`src/rtl/fetch_queue_unit.sv`:
```
// fetch_queue_unit
//   Owns the fetch PC, issues in-order word fetches to a variable-latency
//   instruction memory and buffers the returned words, each tagged with its
//   PC, in a QDEPTH-entry queue that feeds decode through a valid/ready
//   handshake. A redirect flushes the queue and discards every response that
//   is still in flight at that moment.
//
// Ports
//   clk, reset           clock, asynchronous active-high reset
//   redirect_valid/_pc   redirect request from the branch/NPC logic
//   im_req/im_addr       fetch request (always accepted by the IM)
//   im_rvalid/im_rdata   in-order fetch responses, latency >= 1
//   out_valid/out_ready  head-of-queue handshake towards decode
//   out_instr/out_pc*    head entry and its PC, PC+4, PC+8
//   occupancy            number of queued entries
module fetch_queue_unit #(
  parameter logic [31:0] RESET_PC = 32'h0000_3000,
  parameter int unsigned QDEPTH   = 4,
  localparam int unsigned CW      = $clog2(QDEPTH) + 1
) (
  input  logic          clk,
  input  logic          reset,
  input  logic          redirect_valid,
  input  logic [31:0]   redirect_pc,
  output logic          im_req,
  output logic [31:0]   im_addr,
  input  logic          im_rvalid,
  input  logic [31:0]   im_rdata,
  output logic          out_valid,
  input  logic          out_ready,
  output logic [31:0]   out_instr,
  output logic [31:0]   out_pc,
  output logic [31:0]   out_pc4,
  output logic [31:0]   out_pc8,
  output logic [CW-1:0] occupancy
);

  localparam int unsigned PW      = $clog2(QDEPTH);
  localparam logic [CW:0] DEPTH_W = (CW+1)'(QDEPTH);

  logic [31:0]   fetch_pc_q, fetch_pc_d;
  logic [31:0]   resp_pc_q, resp_pc_d;
  logic [CW-1:0] count_q, count_d;
  logic [CW-1:0] outst_q, outst_d;
  logic [CW-1:0] drop_q, drop_d;
  logic [PW-1:0] head_q, head_d;
  logic [PW-1:0] tail_q, tail_d;
  logic [CW:0]   inflight;
  logic          enq, deq;

  logic [31:0]   instr_mem [QDEPTH];
  logic [31:0]   pc_mem    [QDEPTH];

  // Queued entries plus requests in flight never exceed QDEPTH, so every
  // response always has a free slot waiting for it.
  assign inflight  = {1'b0, count_q} + {1'b0, outst_q};
  assign im_req    = !reset && !redirect_valid && (inflight < DEPTH_W);
  assign im_addr   = fetch_pc_q;

  assign out_valid = (count_q != '0);
  assign out_instr = out_valid ? instr_mem[head_q] : '0;
  assign out_pc    = out_valid ? pc_mem[head_q] : '0;
  assign out_pc4   = out_valid ? pc_mem[head_q] + 32'd4 : '0;
  assign out_pc8   = out_valid ? pc_mem[head_q] + 32'd8 : '0;
  assign occupancy = count_q;

  always_comb begin
    fetch_pc_d = fetch_pc_q;
    resp_pc_d  = resp_pc_q;
    count_d    = count_q;
    outst_d    = outst_q;
    drop_d     = drop_q;
    head_d     = head_q;
    tail_d     = tail_q;
    enq        = 1'b0;
    deq        = 1'b0;

    if (im_req) fetch_pc_d = fetch_pc_q + 32'd4;

    // Responses are counted even in a redirect cycle.
    case ({im_req, im_rvalid})
      2'b10:   outst_d = outst_q + CW'(1);
      2'b01:   outst_d = outst_q - CW'(1);
      default: outst_d = outst_q;
    endcase

    if (redirect_valid) begin
      fetch_pc_d = redirect_pc;
      resp_pc_d  = redirect_pc;
      count_d    = '0;
      head_d     = '0;
      tail_d     = '0;
      // The in-flight count already includes responses earmarked for
      // dropping, so everything still in flight after this cycle is stale.
      if (im_rvalid && (outst_q != '0)) drop_d = outst_q - CW'(1);
      else                              drop_d = outst_q;
    end else begin
      if (im_rvalid) begin
        if (drop_q != '0) begin
          drop_d = drop_q - CW'(1);
        end else begin
          enq       = 1'b1;
          resp_pc_d = resp_pc_q + 32'd4;
          tail_d    = tail_q + PW'(1);
        end
      end
      deq = out_valid && out_ready;
      if (deq) head_d = head_q + PW'(1);
      case ({enq, deq})
        2'b10:   count_d = count_q + CW'(1);
        2'b01:   count_d = count_q - CW'(1);
        default: count_d = count_q;
      endcase
    end
  end

  always_ff @(posedge clk or posedge reset) begin
    if (reset) begin
      fetch_pc_q <= RESET_PC;
      resp_pc_q  <= RESET_PC;
      count_q    <= '0;
      outst_q    <= '0;
      drop_q     <= '0;
      head_q     <= '0;
      tail_q     <= '0;
    end else begin
      fetch_pc_q <= fetch_pc_d;
      resp_pc_q  <= resp_pc_d;
      count_q    <= count_d;
      outst_q    <= outst_d;
      drop_q     <= drop_d;
      head_q     <= head_d;
      tail_q     <= tail_d;
    end
  end

  // Queue storage needs no reset: out_valid masks any stale contents.
  always_ff @(posedge clk) begin
    if (enq) begin
      instr_mem[tail_q] <= im_rdata;
      pc_mem[tail_q]    <= resp_pc_q;
    end
  end

endmodule

```
`config.mk`:
```
export PLATFORM = sky130hd
export DESIGN_NAME = fetch_queue_unit
export DESIGN_NICKNAME = d
export VERILOG_FILES = /design/src/rtl/fetch_queue_unit.sv
export SDC_FILE = /design/constraint.sdc
export NUM_CORES = 1
export LEC_CHECK = 0
export CAP_MARGIN = 20
export CORE_MARGIN = 5
export CORE_UTILIZATION = 40
export DETAILED_ROUTE_END_ITERATION = 8
export GPL_ROUTABILITY_DRIVEN = 0
export GPL_TIMING_DRIVEN = 0
export PLACE_DENSITY = 0.62
export SYNTH_ARGS = -nofsm -noshare
export SYNTH_HDL_FRONTEND = slang
export SYNTH_SLANG_ARGS = --single-unit
```
`constraint.sdc`:
```
create_clock -name clk -period 4.35 [get_ports clk]
set_input_delay 1.0875 -clock clk [delete_from_list [all_inputs] [get_ports clk]]
set_output_delay 1.0875 -clock clk [all_outputs]
set_load 0.03 [all_outputs]
```
* Yosys cells after proc, flatten, opt, wreduce, memory -nomap -nowiden
Memories as Yosys holds them, arrays and structs flattened. Cells that the tools add are included. W data, S select, Z words.
Cells by class: add/sub/neg operators 12, magnitude comparators 1, equal/unequal tests 5, mux-type cells 27, reduce and logical (&&, ||, !) cells 17
Operators with widths (count):
- $mux W32 | 9
- $add A32 B3 Y32 const B | 3
- $add A32 B4 Y32 const B | 1
- $mux W3 | 5
- $pmux W3 S2 | 2
- $reduce_bool A3 Y1 | 4
- $mux W2 | 5
- $reduce_bool A2 Y1 | 5
- $sub A3 B1 Y3 const B | 3
- $add A3 B1 Y3 const B | 2
- $mux W1 | 6
- $add A2 B1 Y2 const B | 2
- $add A3 B3 Y4 | 1
- $eq A2 B1 Y1 const B | 2
- $eq A2 B2 Y1 const B | 2
- $logic_and A1 B1 Y1 | 4
- $lt A4 B3 Y1 const B | 1
- $reduce_and A2 Y1 | 2
- $logic_not A1 Y1 | 2
- $ne A2 B2 Y1 const B | 1
Storage, ports and cells: register bits 77, memory bits (writable) 256, input bits 69, output and inout port bits 165, word-level logic and storage cells 71, memories kept 2
Memory list:
- instr_mem | words 4, bits a word 32, rd ports 1, clocked after memory_dff 0, write ports 1, line 51 | logic [31:0] instr_mem [QDEPTH];
- pc_mem | words 4, bits a word 32, rd ports 1, clocked after memory_dff 0, write ports 1, line 52 | logic [31:0] pc_mem [QDEPTH];

* Longest topological paths before layout
depth after elaboration 7, mapped depth 11, mapped depth without buffers 9

* Least setup slack after synthesis
OpenSTA, ideal clock, no wires.
kind register -> output, from register head_q[0], to output out_pc8[29], arrival time 3.136 ns, data required time 3.263 ns, setup slack 0.126 ns, stages on the path, launching flop included 12, path buffers 5, cells stage by stage dfrtp_1 buf_6 buf_12 buf_6 mux4_2 buf_2 ha_1 nand3_1 or3_1 buf_2 or4_1 a21oi_1
Between the ends: word-level cells in the longest chain between the ends 3
RTL lines:
- from (decl) | line 46 | logic [PW-1:0] head_q, head_d;
- from (signal assigned) | line 124 | head_q <= '0;
- from (signal assigned) | line 132 | head_q <= head_d;
- $mem_v2 Z4 W32
- $add A32 B4 Y32 | line 64 | assign out_pc8 = out_valid ? pc_mem[head_q] + 32'd8 : '0;
- $mux W32 | line 64
- to (decl) | line 34 | output logic [31:0] out_pc8,
Every way passes these cells.

* Worst setup path in the final report
Ends and elaborated chain as after synthesis.

==> summary.txt <==
Synthesis
  • Most common cell in the netlist: edfxtp_1
  • Syn Nets: 1198
  • Synth top area share: between 40 and 50%
  • Area contributors post-synth: edfxtp_1 49%, dfrtp_1 12%, mux4_2 8.8%, xnor2_1 2.9%, and2_1 2.5%
  • Ys Warns: 0
  • Async S/R FF share, synth: 23.1%
  • Mapped Avg Cell Area: 14.0 um^2
  • Cell Area, Synth: 15600 um^2
  • Mapped Cells: ~1100
  • Distinct cells, synth: 56
  • Post-synth top cells: 256 x edfxtp_1, 73 x dfrtp_1, 68 x nand2_1
  • Top_reg_cell synth: edfxtp_1
  • Sequential fraction of the synthesis area: 61.6%
  • Yosys top cell by area: edfxtp_1
  • EDFF count, synth: 256
  • #FFs+latches synth: 333

Timing
  • Setup TNS: -0.223 ns
  • Slew @ Worst Pin: between 0.7 and 0.8 ns
  • Final Hold Viols: 0
  • Worst slew margin: 53.1%
  • Max Fclk: 223 MHz
  • Setup Viol. Count Final: 2
  • Final min period: 4.48 ns
  • WHS: 0.521 ns
  • Fin. max-slew vios: 0
  • Worst setup margin: -0.130 ns
  • Unrepaired setup endpoints after global routing: true
  • Final Cycle Share: 103%
  • Fin Clk Skew: 0.0255 ns

Status
  • Status: finished with violations
  • Failing checks: negative setup slack

Die
  • Initial Util: 40.4%
  • IO Count: 234
  • Die W: 208 um
  • Total core area: 38600 um^2
  • Die H: roughly 210 um
  • Row count: 72
  • Die area: about 43000 um^2

Setup path
  • CP Launch Type: register
  • CP startpoint: head_q[0]$_DFFE_PP0P_
  • Critical path peak fanout: 10
  • Most used cell, CP: buf_6
  • RR Startpoint: occupancy[2]$_DFFE_PP0P_
  • Worst path slowest cell: or4_4
  • Arrival time worst endpoint: approximately 3.4 ns
  • Critical-path cell list: buf_6, buf_12, buf_12, mux4_2, buf_6, nand4_4, or4_4, or4_4, a21oi_4, buf_6
  • Crit path required time: 3.26 ns
  • Buf+Inv Stages, Crit Path: 5
  • Slowest cell delay on critical path: 0.55 ns
  • CP delay by family, top: simple AND/OR/NAND/NOR gates
  • Crit. End Element: output pin
  • Crit Path Class: register to output pin

Power and ir drop
  • Sw Pwr: 4.75 mW
  • Clock share of power: 24.6%
  • P_leak: 7.39 nW
  • Register share of total power: 31.4%
  • Total power: 12.3 mW
  • Peak supply drop: 0.000258 V
  • Gate power share: between 40% and 50%
  • Net Sw Frac: 38.6%
  • Pwr dens: 595 nW/um^2
  • Pint: 7.56 mW

Global routing
  • Vias in the first global route: 10700
  • Initial antenna violation count: 0
  • Global-route usage over all layers: between 10% and 20%
  • Largest net degree at the start of global routing: 67
  • Grt ovf: 0
  • First-pass GRT wire length: roughly 64 mm

Clock network
  • Num CTS Buffers: 37
  • Clk_lat worst skew: 0.52 ns
  • Worst-path clk slew: around 0.06 ns
  • Clk root buf: clkbuf_16
  • H-tree depth: 2
  • TritonCTS clock tree: built
  • CTS Buffer Depth: 3
  • CTS sink count: ~330

Detailed routing
  • Vias: about 11000
  • Routed Wire Length: 41.7 mm
  • Starting DRC count in detailed routing: ~660
  • WL/cell: 21.0 um
  • Via-to-Cell Ratio: 5.37
  • Final ANT Viol Nets: 0
  • Drt pass-1 iters: 6
  • Remaining DRCs: 0

Placement
  • Hpwl dp: approximately 29 mm
  • Number of port buffers: 233

Final layout
  • Area Growth Syn to Fin: 32.4%
  • Share of layout cells above drive strength 1: 23.7%
  • Layout Nets: 1527

Job
  • Max_cap viols: 0

Min path
  • HP Class: register to register
  • Min-delay src: im_addr[0]$_DFFE_PP0P_
registers in the layout, indices dropped and copies added (netlist names):
register,cells
instr_mem,128
outst_q,3
occupancy,3
im_addr,32
head_q,2
resp_pc_q,32
drop_q,3
pc_mem,128
tail_q,2
final timing paths:
kind                            slack [ns]                       to  cells after the start
worst max-delay path                 -0.13              out_pc8[29]                     10
worst min-delay path                  0.52   im_addr[0]$_DFFE_PP0P_                      2
worst max register to register        1.34  im_addr[25]$_DFFE_PP0P_                      8
worst min register to register        0.52   im_addr[0]$_DFFE_PP0P_                      2
max in group asynchronous             2.87  im_addr[13]$_DFFE_PP1P_                      3
min in group asynchronous             0.85   outst_q[2]$_DFFE_PP0P_                      2
worst min-delay path, cell delays in order (launching register included):
cell and delay, ns:
dfrtp_1 0.37, inv_1 0.05, o21ai_0 0.06
metrics by stage:
step / cell area (um^2) / instances / setup WS, ns / utilization, %
finish: 20700 / 1988 / -0.130 / 53.5
global placement: 18600 / 1863 / -1.94 / 48.1
detailed placement: 18700 / 1868 / -1.28 / 48.5
floorplan: 15600 / 1112 / 0.126 / -
global route: 20700 / 1986 / -0.185 / 53.5
CTS: 20500 / 1974 / -0.146 / 53.1
cell families (layout without fill, tap and decap cells):
logic type	Yosys count	count (layout)	share of synthesized area [%]
buf+inv	102	458	3.10
compound gates	91	91	3.43
flops	333	333	61.6
xor+xnor	73	73	4.09
simple gates	381	381	13.6
mux	115	115	12.8
other cells	0	2	0
fa+ha+maj	17	17	1.41
placed cells by master (no fill, tap or decap), types with 7 or more instances in the layout:
cell type / netlist / routed
edfxtp_1: 256 / 256
clkdlybuf4s50_1: 0 / 172
buf_4: 7 / 75
dfrtp_1: 73 / 73
nand2_1: 68 / 66
and2_1: 63 / 63
nor2_1: 62 / 62
mux4_2: 61 / 62
xnor2_1: 51 / 51
clkbuf_16: 0 / 37
nand4_1: 35 / 35
clkbuf_1: 35 / 33
inv_1: 36 / 33
mux2_2: 32 / 31
o21ai_0: 32 / 30
nand3_1: 34 / 30
xor2_1: 22 / 22
a21oi_1: 31 / 22
nor3_1: 25 / 20
mux2i_1: 19 / 18
buf_6: 4 / 17
ha_1: 16 / 14
buf_2: 10 / 13
and3_1: 17 / 12
and4_1: 13 / 12
clkbuf_2: 0 / 12
dlygate4sd2_1: 0 / 12
or4_1: 12 / 9
o211ai_1: 9 / 9
nor4_1: 16 / 8
clkinv_1: 0 / 8
buf_12: 2 / 7
dlymetal6s2s_1: 0 / 7
power by group through the flow:
stage / Clock [mW] / Combinational [mW] / Sequential [mW]
after floorplan: 0 / 3.06 / 3.96
after global placement: 0 / 5.27 / 3.92
after detailed placement: 0 / 5.32 / 3.92
after CTS: 3.09 / 5.41 / 3.86
after global routing: 3.23 / 5.76 / 3.88
final: 3.02 / 5.43 / 3.86
metal layers:
layer / vias up / GRT usage, % / routed length [um]
met5: - / 0 / 0
met4: 0 / 4.26 / 852
met3: 71 / 3.14 / 2450
met2: 376 / 29.6 / 19700
met1: 5346 / 26.9 / 18800
li1: 4873 / - / -
layout make-up:
cell class	instances	area [um^2]
antenna	2	5.00
timing repair buffer	297	2820
sequential	333	9620
clock inverter	19	205
multi-input combinational	677	5870
buffer	59	389
tap	518	648
clock buffer	47	993
fill	3206	18000
inverter	36	140
timing repair:
| action | 4_1_cts | 5_1_grt |
|---|---|---|
| hold buffers | 0 | 0 |
| gates resized for setup | 234 | 80 |
| pin swaps | 18 | 14 |
| cloned | 0 | 0 |
| endpoints found under the setup margin | 124 | 73 |
| setup buffers | 46 | 13 |
Power figures use the tool's default switching activity.
